`src/rtl/pix_pkg.sv`:
```
// Shared types and constants for the pixel frame writer.
package pix_pkg;

    localparam int unsigned MTL_WIDTH  = 800;
    localparam int unsigned MTL_HEIGHT = 480;
    localparam int unsigned PIX_W      = 24;
    localparam int unsigned AVM_W      = 32;
    localparam int unsigned CNT_W      = 19;

    typedef enum logic {
        IDLE  = 1'b0,
        WRITE = 1'b1
    } wr_state_e;

    // Byte address of a 32-bit pixel word inside a frame buffer
    function automatic logic [AVM_W-1:0] pix_addr(input logic [AVM_W-1:0] base,
                                                  input logic [CNT_W-1:0] cnt);
        return base + AVM_W'({cnt, 2'b00});
    endfunction

endpackage

```
`src/rtl/sync_fifo.sv`:
```
// Single-clock FIFO with registered read data and registered full/empty/count.
module sync_fifo #(
    parameter int unsigned WIDTH = 24,
    parameter int unsigned DEPTH = 16
) (
    input  logic                           iCLK,
    input  logic                           iRST,
    input  logic                           wr_en,
    input  logic [WIDTH-1:0]               wr_data,
    input  logic                           rd_en,
    output logic [WIDTH-1:0]               rd_data,
    output logic                           full,
    output logic                           empty,
    output logic [$clog2(DEPTH+1)-1:0]     count
);

    localparam int unsigned AW = $clog2(DEPTH);
    localparam int unsigned CW = $clog2(DEPTH+1);

    logic [WIDTH-1:0] mem_q [DEPTH];
    logic [AW-1:0]    wr_ptr_q, wr_ptr_d;
    logic [AW-1:0]    rd_ptr_q, rd_ptr_d;
    logic [CW-1:0]    count_q, count_d;
    logic             full_q, full_d;
    logic             empty_q, empty_d;
    logic [WIDTH-1:0] rd_data_q, rd_data_d;
    logic             wr_ok_c;
    logic             rd_ok_c;

    always_comb begin
        wr_ok_c   = wr_en & ~full_q;
        rd_ok_c   = rd_en & ~empty_q;
        wr_ptr_d  = wr_ok_c ? wr_ptr_q + AW'(1) : wr_ptr_q;
        rd_ptr_d  = rd_ok_c ? rd_ptr_q + AW'(1) : rd_ptr_q;
        count_d   = count_q + CW'(wr_ok_c) - CW'(rd_ok_c);
        full_d    = (count_d == CW'(DEPTH));
        empty_d   = (count_d == '0);
        rd_data_d = rd_ok_c ? mem_q[rd_ptr_q] : rd_data_q;
    end

    always_ff @(posedge iCLK) begin
        if (iRST) begin
            wr_ptr_q  <= '0;
            rd_ptr_q  <= '0;
            count_q   <= '0;
            full_q    <= 1'b0;
            empty_q   <= 1'b1;
            rd_data_q <= '0;
        end else begin
            wr_ptr_q  <= wr_ptr_d;
            rd_ptr_q  <= rd_ptr_d;
            count_q   <= count_d;
            full_q    <= full_d;
            empty_q   <= empty_d;
            rd_data_q <= rd_data_d;
        end
    end

    // Storage array carries no reset; only pointers define validity
    always_ff @(posedge iCLK) begin
        if (wr_ok_c) begin
            mem_q[wr_ptr_q] <= wr_data;
        end
    end

    assign rd_data = rd_data_q;
    assign full    = full_q;
    assign empty   = empty_q;
    assign count   = count_q;

endmodule

```
`src/rtl/pix_frame_writer.sv`:
```
// Buffers SPI pixels and writes them as 32-bit words into a double-buffered
// frame store over Avalon-MM, swapping buffers at each completed frame.
module pix_frame_writer
    import pix_pkg::*;
#(
    parameter logic [31:0] BASE0        = 32'h0000_0000,
    parameter logic [31:0] BASE1        = 32'h0017_7000,
    parameter int unsigned FRAME_PIXELS = 384000,
    parameter int unsigned FIFO_DEPTH   = 16
) (
    input  logic              iCLK,
    input  logic              iRST,
    input  logic [PIX_W-1:0]  iPix_Data,
    input  logic              iTrigger,
    input  logic [7:0]        iImg_Tot,
    output logic [AVM_W-1:0]  oAvm_Address,
    output logic              oAvm_Write,
    output logic [AVM_W-1:0]  oAvm_WriteData,
    input  logic              iAvm_WaitRequest,
    output logic              oFrame_Sel,
    output logic              oFrame_Done,
    output logic              oOverflow
);

    localparam int unsigned FCW = $clog2(FIFO_DEPTH+1);
    localparam int unsigned OCW = FCW + 1;
    localparam logic [CNT_W-1:0] LAST_PIX = CNT_W'(FRAME_PIXELS - 1);

    wr_state_e        state_q, state_d;
    logic             write_q, write_d;
    logic [AVM_W-1:0] addr_q, addr_d;
    logic [CNT_W-1:0] cnt_q, cnt_d;
    logic             wbuf_q, wbuf_d;
    logic             sel_q, sel_d;
    logic             done_q, done_d;
    logic             overflow_q, overflow_d;
    logic             resync_q, resync_d;
    logic [7:0]       img_tot_q, img_tot_d;

    logic             resync_pend_c;
    logic             push_c;
    logic             pop_c;
    logic             pix_full_c;
    logic [OCW-1:0]   occupancy_c;

    logic [PIX_W-1:0] fifo_rd_data;
    logic             fifo_full;
    logic             fifo_empty;
    logic [FCW-1:0]   fifo_count;

    function automatic logic [AVM_W-1:0] base_of(input logic buf_sel);
        return buf_sel ? BASE1 : BASE0;
    endfunction

    sync_fifo #(
        .WIDTH (PIX_W),
        .DEPTH (FIFO_DEPTH)
    ) u_fifo (
        .iCLK    (iCLK),
        .iRST    (iRST),
        .wr_en   (push_c),
        .wr_data (iPix_Data),
        .rd_en   (pop_c),
        .rd_data (fifo_rd_data),
        .full    (fifo_full),
        .empty   (fifo_empty),
        .count   (fifo_count)
    );

    // The pixel held in the output stage counts toward capacity
    always_comb begin
        occupancy_c = OCW'(fifo_count) + OCW'(write_q);
        pix_full_c  = fifo_full | (occupancy_c >= OCW'(FIFO_DEPTH));
        push_c      = iTrigger & ~pix_full_c;
    end

    always_comb begin
        state_d       = state_q;
        write_d       = write_q;
        addr_d        = addr_q;
        cnt_d         = cnt_q;
        wbuf_d        = wbuf_q;
        sel_d         = sel_q;
        done_d        = 1'b0;
        resync_pend_c = resync_q;
        pop_c         = 1'b0;

        case (state_q)
            IDLE: begin
                if (resync_pend_c) begin
                    cnt_d         = '0;
                    resync_pend_c = 1'b0;
                end
                if (!fifo_empty) begin
                    pop_c   = 1'b1;
                    write_d = 1'b1;
                    state_d = WRITE;
                    addr_d  = pix_addr(base_of(wbuf_d), cnt_d);
                end
            end
            WRITE: begin
                if (!iAvm_WaitRequest) begin
                    // Frame wrap wins over a pending resync and consumes it
                    if (cnt_q == LAST_PIX) begin
                        cnt_d         = '0;
                        sel_d         = wbuf_q;
                        wbuf_d        = ~wbuf_q;
                        done_d        = 1'b1;
                        resync_pend_c = 1'b0;
                    end else begin
                        cnt_d = cnt_q + CNT_W'(1);
                    end
                    if (!fifo_empty) begin
                        pop_c = 1'b1;
                        if (resync_pend_c) begin
                            cnt_d         = '0;
                            resync_pend_c = 1'b0;
                        end
                        addr_d = pix_addr(base_of(wbuf_d), cnt_d);
                    end else begin
                        write_d = 1'b0;
                        state_d = IDLE;
                    end
                end
            end
            default: begin
                state_d = IDLE;
            end
        endcase

        resync_d   = resync_pend_c | (iImg_Tot != img_tot_q);
        overflow_d = overflow_q | (iTrigger & pix_full_c);
        img_tot_d  = iImg_Tot;
    end

    // Image counter is tracked through reset so release never looks like a change
    always_ff @(posedge iCLK) begin
        if (iRST) begin
            state_q    <= IDLE;
            write_q    <= 1'b0;
            addr_q     <= BASE0;
            cnt_q      <= '0;
            wbuf_q     <= 1'b0;
            sel_q      <= 1'b1;
            done_q     <= 1'b0;
            overflow_q <= 1'b0;
            resync_q   <= 1'b0;
            img_tot_q  <= iImg_Tot;
        end else begin
            state_q    <= state_d;
            write_q    <= write_d;
            addr_q     <= addr_d;
            cnt_q      <= cnt_d;
            wbuf_q     <= wbuf_d;
            sel_q      <= sel_d;
            done_q     <= done_d;
            overflow_q <= overflow_d;
            resync_q   <= resync_d;
            img_tot_q  <= img_tot_d;
        end
    end

    assign oAvm_Write     = write_q;
    assign oAvm_Address   = addr_q;
    assign oAvm_WriteData = {(AVM_W-PIX_W)'(0), fifo_rd_data};
    assign oFrame_Sel     = sel_q;
    assign oFrame_Done    = done_q;
    assign oOverflow      = overflow_q;

endmodule
```
`config.mk`:
```
export PLATFORM = sky130hd
export DESIGN_NAME = pix_frame_writer
export DESIGN_NICKNAME = d
export VERILOG_FILES = /design/src/rtl/pix_pkg.sv /design/src/rtl/sync_fifo.sv /design/src/rtl/pix_frame_writer.sv
export SDC_FILE = /design/constraint.sdc
export NUM_CORES = 1
export LEC_CHECK = 0
export ABC_AREA = 1
export CAP_MARGIN = 20
export CORE_MARGIN = 2
export CORE_UTILIZATION = 45
export DETAILED_ROUTE_END_ITERATION = 6
export PLACE_DENSITY = 0.68
export SLEW_MARGIN = 10
export SYNTH_ARGS = -nofsm -noshare
export SYNTH_HDL_FRONTEND = slang
export SYNTH_SLANG_ARGS = --single-unit
```
`constraint.sdc`:
```
create_clock -name iCLK -period 2.8 [get_ports iCLK]
set_input_delay 0.7 -clock iCLK [delete_from_list [all_inputs] [get_ports iCLK]]
set_output_delay 0.7 -clock iCLK [all_outputs]
set_load 0.01 [all_outputs]
```
# Yosys cells after proc, flatten, opt, wreduce, memory -nomap -nowiden
# Memory sizes are Yosys's and may differ from the RTL's. A register that Yosys moved wholly into a read port is not among the register bits.
# Index checks and enable logic that the tools add are counted.
# word_totals
reg_bits,81
input_bits,36
ram_bits,384
memories,1
elab_cells,88
output_inout_bits,68
# memory_table
name,words,word_bits,rd,rd_clocked_by_memory_dff,write_ports,line,text
u_fifo.mem_q,16,24,1,1,1,sync_fifo.sv:20,logic [WIDTH-1:0] mem_q [DEPTH];
# classes
order_cmp,1
eq_ne,7
n_bitwise,13
add_sub_neg,8
n_mux,37
reduce_logical,6
# op_table
cell,n
$mux W19,9
$mux W32,3
$pmux W32 S2,1
$add A21 B21 Y22,2
$mux W21,2
$pmux W19 S2,1
$add A19 B1 Y19 const B,1
$eq A19 B19 Y1 const B,1
$mux W1,17
$reduce_and A3 Y1,3
$add A4 B1 Y4 const B,2
$ne A8 B8 Y1,1
$pmux W1 S2,4
$add A5 B1 Y6,1
$ge A6 B5 Y1 const B,1
$ne A2 B2 Y1 const B,3
$not A1 Y1,6
$add A5 B1 Y5,1
$eq A5 B5 Y1 const B,1
$logic_not A5 Y1,1
$sub A5 B1 Y5,1
$and A1 B1 Y1,4
$or A1 B1 Y1,3
$reduce_or A3 Y1,1
2 further kinds,2

# Depth between registers and ports, before layout
# depth
word_depth,12
depth_mapped,21
mapped_depth_nobuf,20

# Hierarchy
# Synthesis repeated with hierarchy kept, for this count alone.
# hier_totals
hier_cells,2048
hier_area_um2,20878.8
# by_module_without_submodules
module,instances,cells_each,area_each_um2
sync_fifo,1,1508,17187.7
pix_frame_writer,1,540,3691.0

# Worst setup path after synthesis
# No wires, ideal clock.
# synth_timing
path_type,flip-flop to flip-flop
from,"reg u_fifo.count_q[2], in the netlist u_fifo.count[2]"
to,"mem u_fifo.mem_q[11][0], enable pin"
period_less_slack_ns,2.744
setup_ns,0.405
stages_incl_launch_ff,10
n_path_buf,0
setup_slack_ns,0.056
required_time_ns,2.395
t_arrival_ns,2.339
cell_sequence,dfxtp_1 ha_1 nand2_1 nor2_1 nor2_1 nor3_1 nand3_1 inv_1 nand3_1 nor2_1
# synth_between
elab_chain_len,8
# synth_rtl
element,line,text
"start, declared",sync_fifo.sv:23,"logic [CW-1:0] count_q, count_d;"
"start signal, assigned",sync_fifo.sv:52,count_q <= count_d;
$add A5 B1 Y6,pix_frame_writer.sv:72,occupancy_c = OCW'(fifo_count) + OCW'(write_q);
$ge A6 B5 Y1,pix_frame_writer.sv:73,pix_full_c = fifo_full | (occupancy_c >= OCW'(FIFO_DEPTH));
$or A1 B1 Y1,pix_frame_writer.sv:73,
$not A1 Y1,pix_frame_writer.sv:74,push_c = iTrigger & ~pix_full_c;
$and A1 B1 Y1,pix_frame_writer.sv:74,
$and A1 B1 Y1,sync_fifo.sv:31,wr_ok_c = wr_en & ~full_q;
via u_fifo.wr_ok_c,sync_fifo.sv:27,logic wr_ok_c;
$mux W1,sync_fifo.sv:61,if (wr_ok_c) begin
$mux W1 (not written as such),sync_fifo.sv:62,mem_q[wr_ptr_q] <= wr_data;
"end, declared",sync_fifo.sv:20,
# The timed path passes the listed nets, and every way through them passes these cells.

# Worst setup path after layout
# layout_timing
from,reg cnt_q[0]
to,"reg addr_q[21], in the netlist oAvm_Address[21]"
# layout_between
elab_chain_len,12
# layout_rtl
element,line,text
"start, declared",pix_frame_writer.sv:32,"logic [CNT_W-1:0] cnt_q, cnt_d;"
"start signal, assigned",pix_frame_writer.sv:153,cnt_q <= cnt_d;
"parallel branches: the longest is 11 deep, another holds $add A21 B21 Y22",n/a,
$pmux W32 S2 *,pix_frame_writer.sv:88,case (state_q)
"end signal, assigned",pix_frame_writer.sv:152,addr_q <= addr_d;
"end, declared",pix_frame_writer.sv:31,"logic [AVM_W-1:0] addr_q, addr_d;"
# Every way passes the cells marked *. The select of a mux whose other input is x is not followed.
# A chain may end at the register's enable or synchronous reset.

==> summary.md <==
| Metric | Value |
|---|---|
| Final WS setup | between 0.2 and 0.3 ns |
| Clk_lat worst skew | a little under 0.6 ns |
| CTS tree | built |
| Achievable Freq | between 300 and 400 MHz |
| Synth top area cells | edfxtp_1, dfxtp_1, mux2i_1 |
| Via Count | roughly 14000 |
| Area delta synth->final | 17.9% |
| Mapped cell area | between 20000 and 25000 um2 |
| Fillers | approximately 3800 |
| Drt total wl | about 48000 um |
| Hold Vio Cnt, Final | 0 |
| Cell family with most CP delay | simple AND/OR/NAND/NOR gates |
| Buf+Inv Stages, Crit Path | 2 |
| WP data arrival | approximately 3.0 ns |
| Grt ovf | 0 |
| Max Clock Skew | approximately 0.019 ns |
| Num rows | between 70 and 80 |
| First-pass GRT wire length | approximately 73000 um |
| Antenna viol nets, final | 0 |
| Pre-CTS setup slack | -0.172 ns |
| Placed Cells | between 2000 and 2500 |
| Slew HR | 0.505 |
| Post-synthesis area per instance | 11.7 um2 |
| Die Y | roughly 220 um |
| Design Power | around 19 mW |
| Vias in the first global route | between 10000 and 15000 |
| Worst hold margin | approximately 0.46 ns |
| Synth async-reset ratio | 0 |
| Die width | ~220 um |
| LEAKAGE | 8.65 nW |
| Post-synth top area cell | edfxtp_1 |
| RSZ-0062 raised after global routing | no |
| Inserted Clock Buffers | slightly below 50 |
| Top Usage Layer GRT | met2 |
| Clk buf depth | 3 |
| IO buf count | 83 |
| GRT met1 Usage | 0.267 |
| Drt pass-1 iters | 5 |
| Max VDD drop | around 0.45 mV |
| DRC viols | 0 |
| Final min period | 2.51 ns |
| Starting Density | 0.454 |
| Layout net count | a little under 2000 |
| Met3 Track Usage GR | 0.0382 |
| EDFF count, synth | around 380 |
| DR iter-0 viols | ~1000 |
| Diodes inserted | 0 |
| Most frequent cells in the layout | edfxtp_1, inv_1, a21oi_1 |
| Via/cell ratio | approximately 5.4 |
| Non-filler cells, final | between 2000 and 2500 |
| Met2 usage | 0.331 |
| Core Region | approximately 45000 um2 |
| Slew Viols, Final | 0 |
| CTS Sinks | approximately 480 |
| Worst Path Max Fanout | 6 |
| Largest net degree at the start of global routing | approximately 100 |
| Crit path max-delay cell type | dfxtp_4 |
| Share of cells above drive strength 1 | 0.121 |
| Tcrit/Tclk final | 0.898 |
| CTS root buf | clkbuf_16 |
| Placer Congestion | approximately 0.86 |
| #FFs+latches synth | ~480 |
| Synth top area share | 0.561 |
| Clock transition at path regs | 0.06 ns |
| TNS Setup | 0 ns |
| HP Class | reg -> reg |
| MaxCap Viol Count | 0 |
| Commonest non-fill, non-tap cell in the layout | edfxtp_1 |
| Top FF cell, synth | edfxtp_1 |
| Wirelength per Cell | 19.0 um |
| Detailed Place HPWL | 28400 um |
| Yosys warning total | 0 |
| Hold buffers post-CTS | 0 |
| Max stage delay on crit path | between 0.3 and 0.4 ns |
| Setup violators final | 0 |
| Seq/Total Area, Yosys | 0.651 |
| Num ports | between 100 and 150 |
| Number of distinct library cells after synthesis | 47 |
| Worst Tran Pin Value | between 0.7 and 0.8 ns |
| Cells along the critical path | ha_4 > nand2_2 > nor2_4 > nand4_1 > nor2_2 > nand3_1 > and3_1 > inv_1 > nor2_1 > ha_1 > inv_1 > nor3_1 > nor3_1 > nand2_1 > nand2_1 > a21oi_2 |
| H-tree depth | 2 |
| Power Density | roughly 760 nW/um2 |
| Initial antenna violation count | 0 |
| Status | completed |
| CP Launch Type | flip-flop |
| Die area | 47400 um2 |
| CP Data Required Time | around 3.3 ns |
| Worst Path Class, Setup | reg -> reg |
| Synthesized instance count | roughly 1800 |
| CP endpoint kind | flip-flop |
| Total Routing Usage GR | 0.201 |
[worst reg2reg max path, stage by stage, from the launching register on]
cell and delay [ns]:
dfxtp_4 0.39, ha_4 0.17, nand2_2 0.07, nor2_4 0.12
nand4_1 0.23, nor2_2 0.23, nand3_1 0.08, and3_1 0.18
inv_1 0.05, nor2_1 0.03, ha_1 0.30, inv_1 0.07
nor3_1 0.21, nor3_1 0.07, nand2_1 0.06, nand2_1 0.07
a21oi_2 0.11
[sequential cells by signal (all words and copies together), names as in the netlist]
register,count
u_fifo.wr_ptr_q,4
oFrame_Sel,1
u_fifo.full,1
cnt_q,19
wbuf_q,1
oAvm_Address,20
u_fifo.count,5
u_fifo.mem_q,384
oFrame_Done,1
oOverflow,1
u_fifo.rd_data,24
oAvm_Write,1
u_fifo.rd_ptr_q,4
img_tot_q,8
u_fifo.empty,1
state_q,1
resync_q,1
[power by group]
group | switching (mW) | leakage, nW | internal [mW]
clock network | 2.69 | 0.758 | 3.58
registers | 0.278 | 4.23 | 8.12
logic | 2.26 | 3.66 | 1.57
[logic make-up (layout without fill, tap and decap cells)]
group | Yosys count | after routing | synth area share
fa+ha+maj | 29 | 29 | 0.0184
simple gates | 359 | 359 | 0.0824
xor+xnor | 16 | 16 | 0.00681
compound gates | 463 | 463 | 0.131
buf+inv | 318 | 439 | 0.0631
other cells | 1 | 20 | 0.000182
flops | 477 | 477 | 0.651
mux | 96 | 96 | 0.0467
[worst paths after layout]
check	start	end	slack (ns)	cells past startpoint
worst max-delay path	cnt_q[0]	oAvm_Address[21]	0.29	16
worst min-delay path	oFrame_Sel	oFrame_Sel	0.46	1
worst max register to register	cnt_q[0]	oAvm_Address[21]	0.29	16
worst min register to register	oFrame_Sel	oFrame_Sel	0.46	1
[final cells by class]
type | instances | area (um2) | area share
sequential | 477 | 13400 | 0.553
multi-input combinational | 983 | 6110 | 0.252
timing repair buffer | 146 | 1670 | 0.0687
clock buffer | 69 | 1350 | 0.0557
inverter | 202 | 758 | 0.0312
tap | 600 | 751 | 0.0309
clock inverter | 22 | 215 | 0.00887
[cell usage after synthesis, drive strengths merged, types with 4 or more instances]
cell type / instances
nor3: 16
edfxtp: 384
mux2i: 96
buf: 55
inv: 198
nand3: 85
o21ai: 160
a31oi: 4
nor4: 4
xor2: 6
ha: 27
nand2: 141
or2: 4
o211ai: 97
a21oi: 170
a31o: 24
nor2: 93
dfxtp: 93
xnor2: 10
nand4: 12
clkbuf: 61
clkinv: 4
[repair_timing]
action | in CTS | in global routing
buffers inserted | 0 | 2
gates resized for setup | 0 | 15
setup endpoints to repair | 0 | 6
[metrics by stage]
step | cell area (um2) | utilization
after floorplan | 20600 | -
after global placement | 22600 | 0.500
after detailed placement | 22600 | 0.500
after CTS | 24200 | 0.534
after global routing | 24300 | 0.536
final | 24300 | 0.536
[layer usage]
layer,share of wire,vias up
met1,0.44,6517
met2,0.47,414
met3,0.062,90
li1,-,6483
met4,0.028,0
met5,0,-
Note: power is estimated with default switching activity, not from simulation.
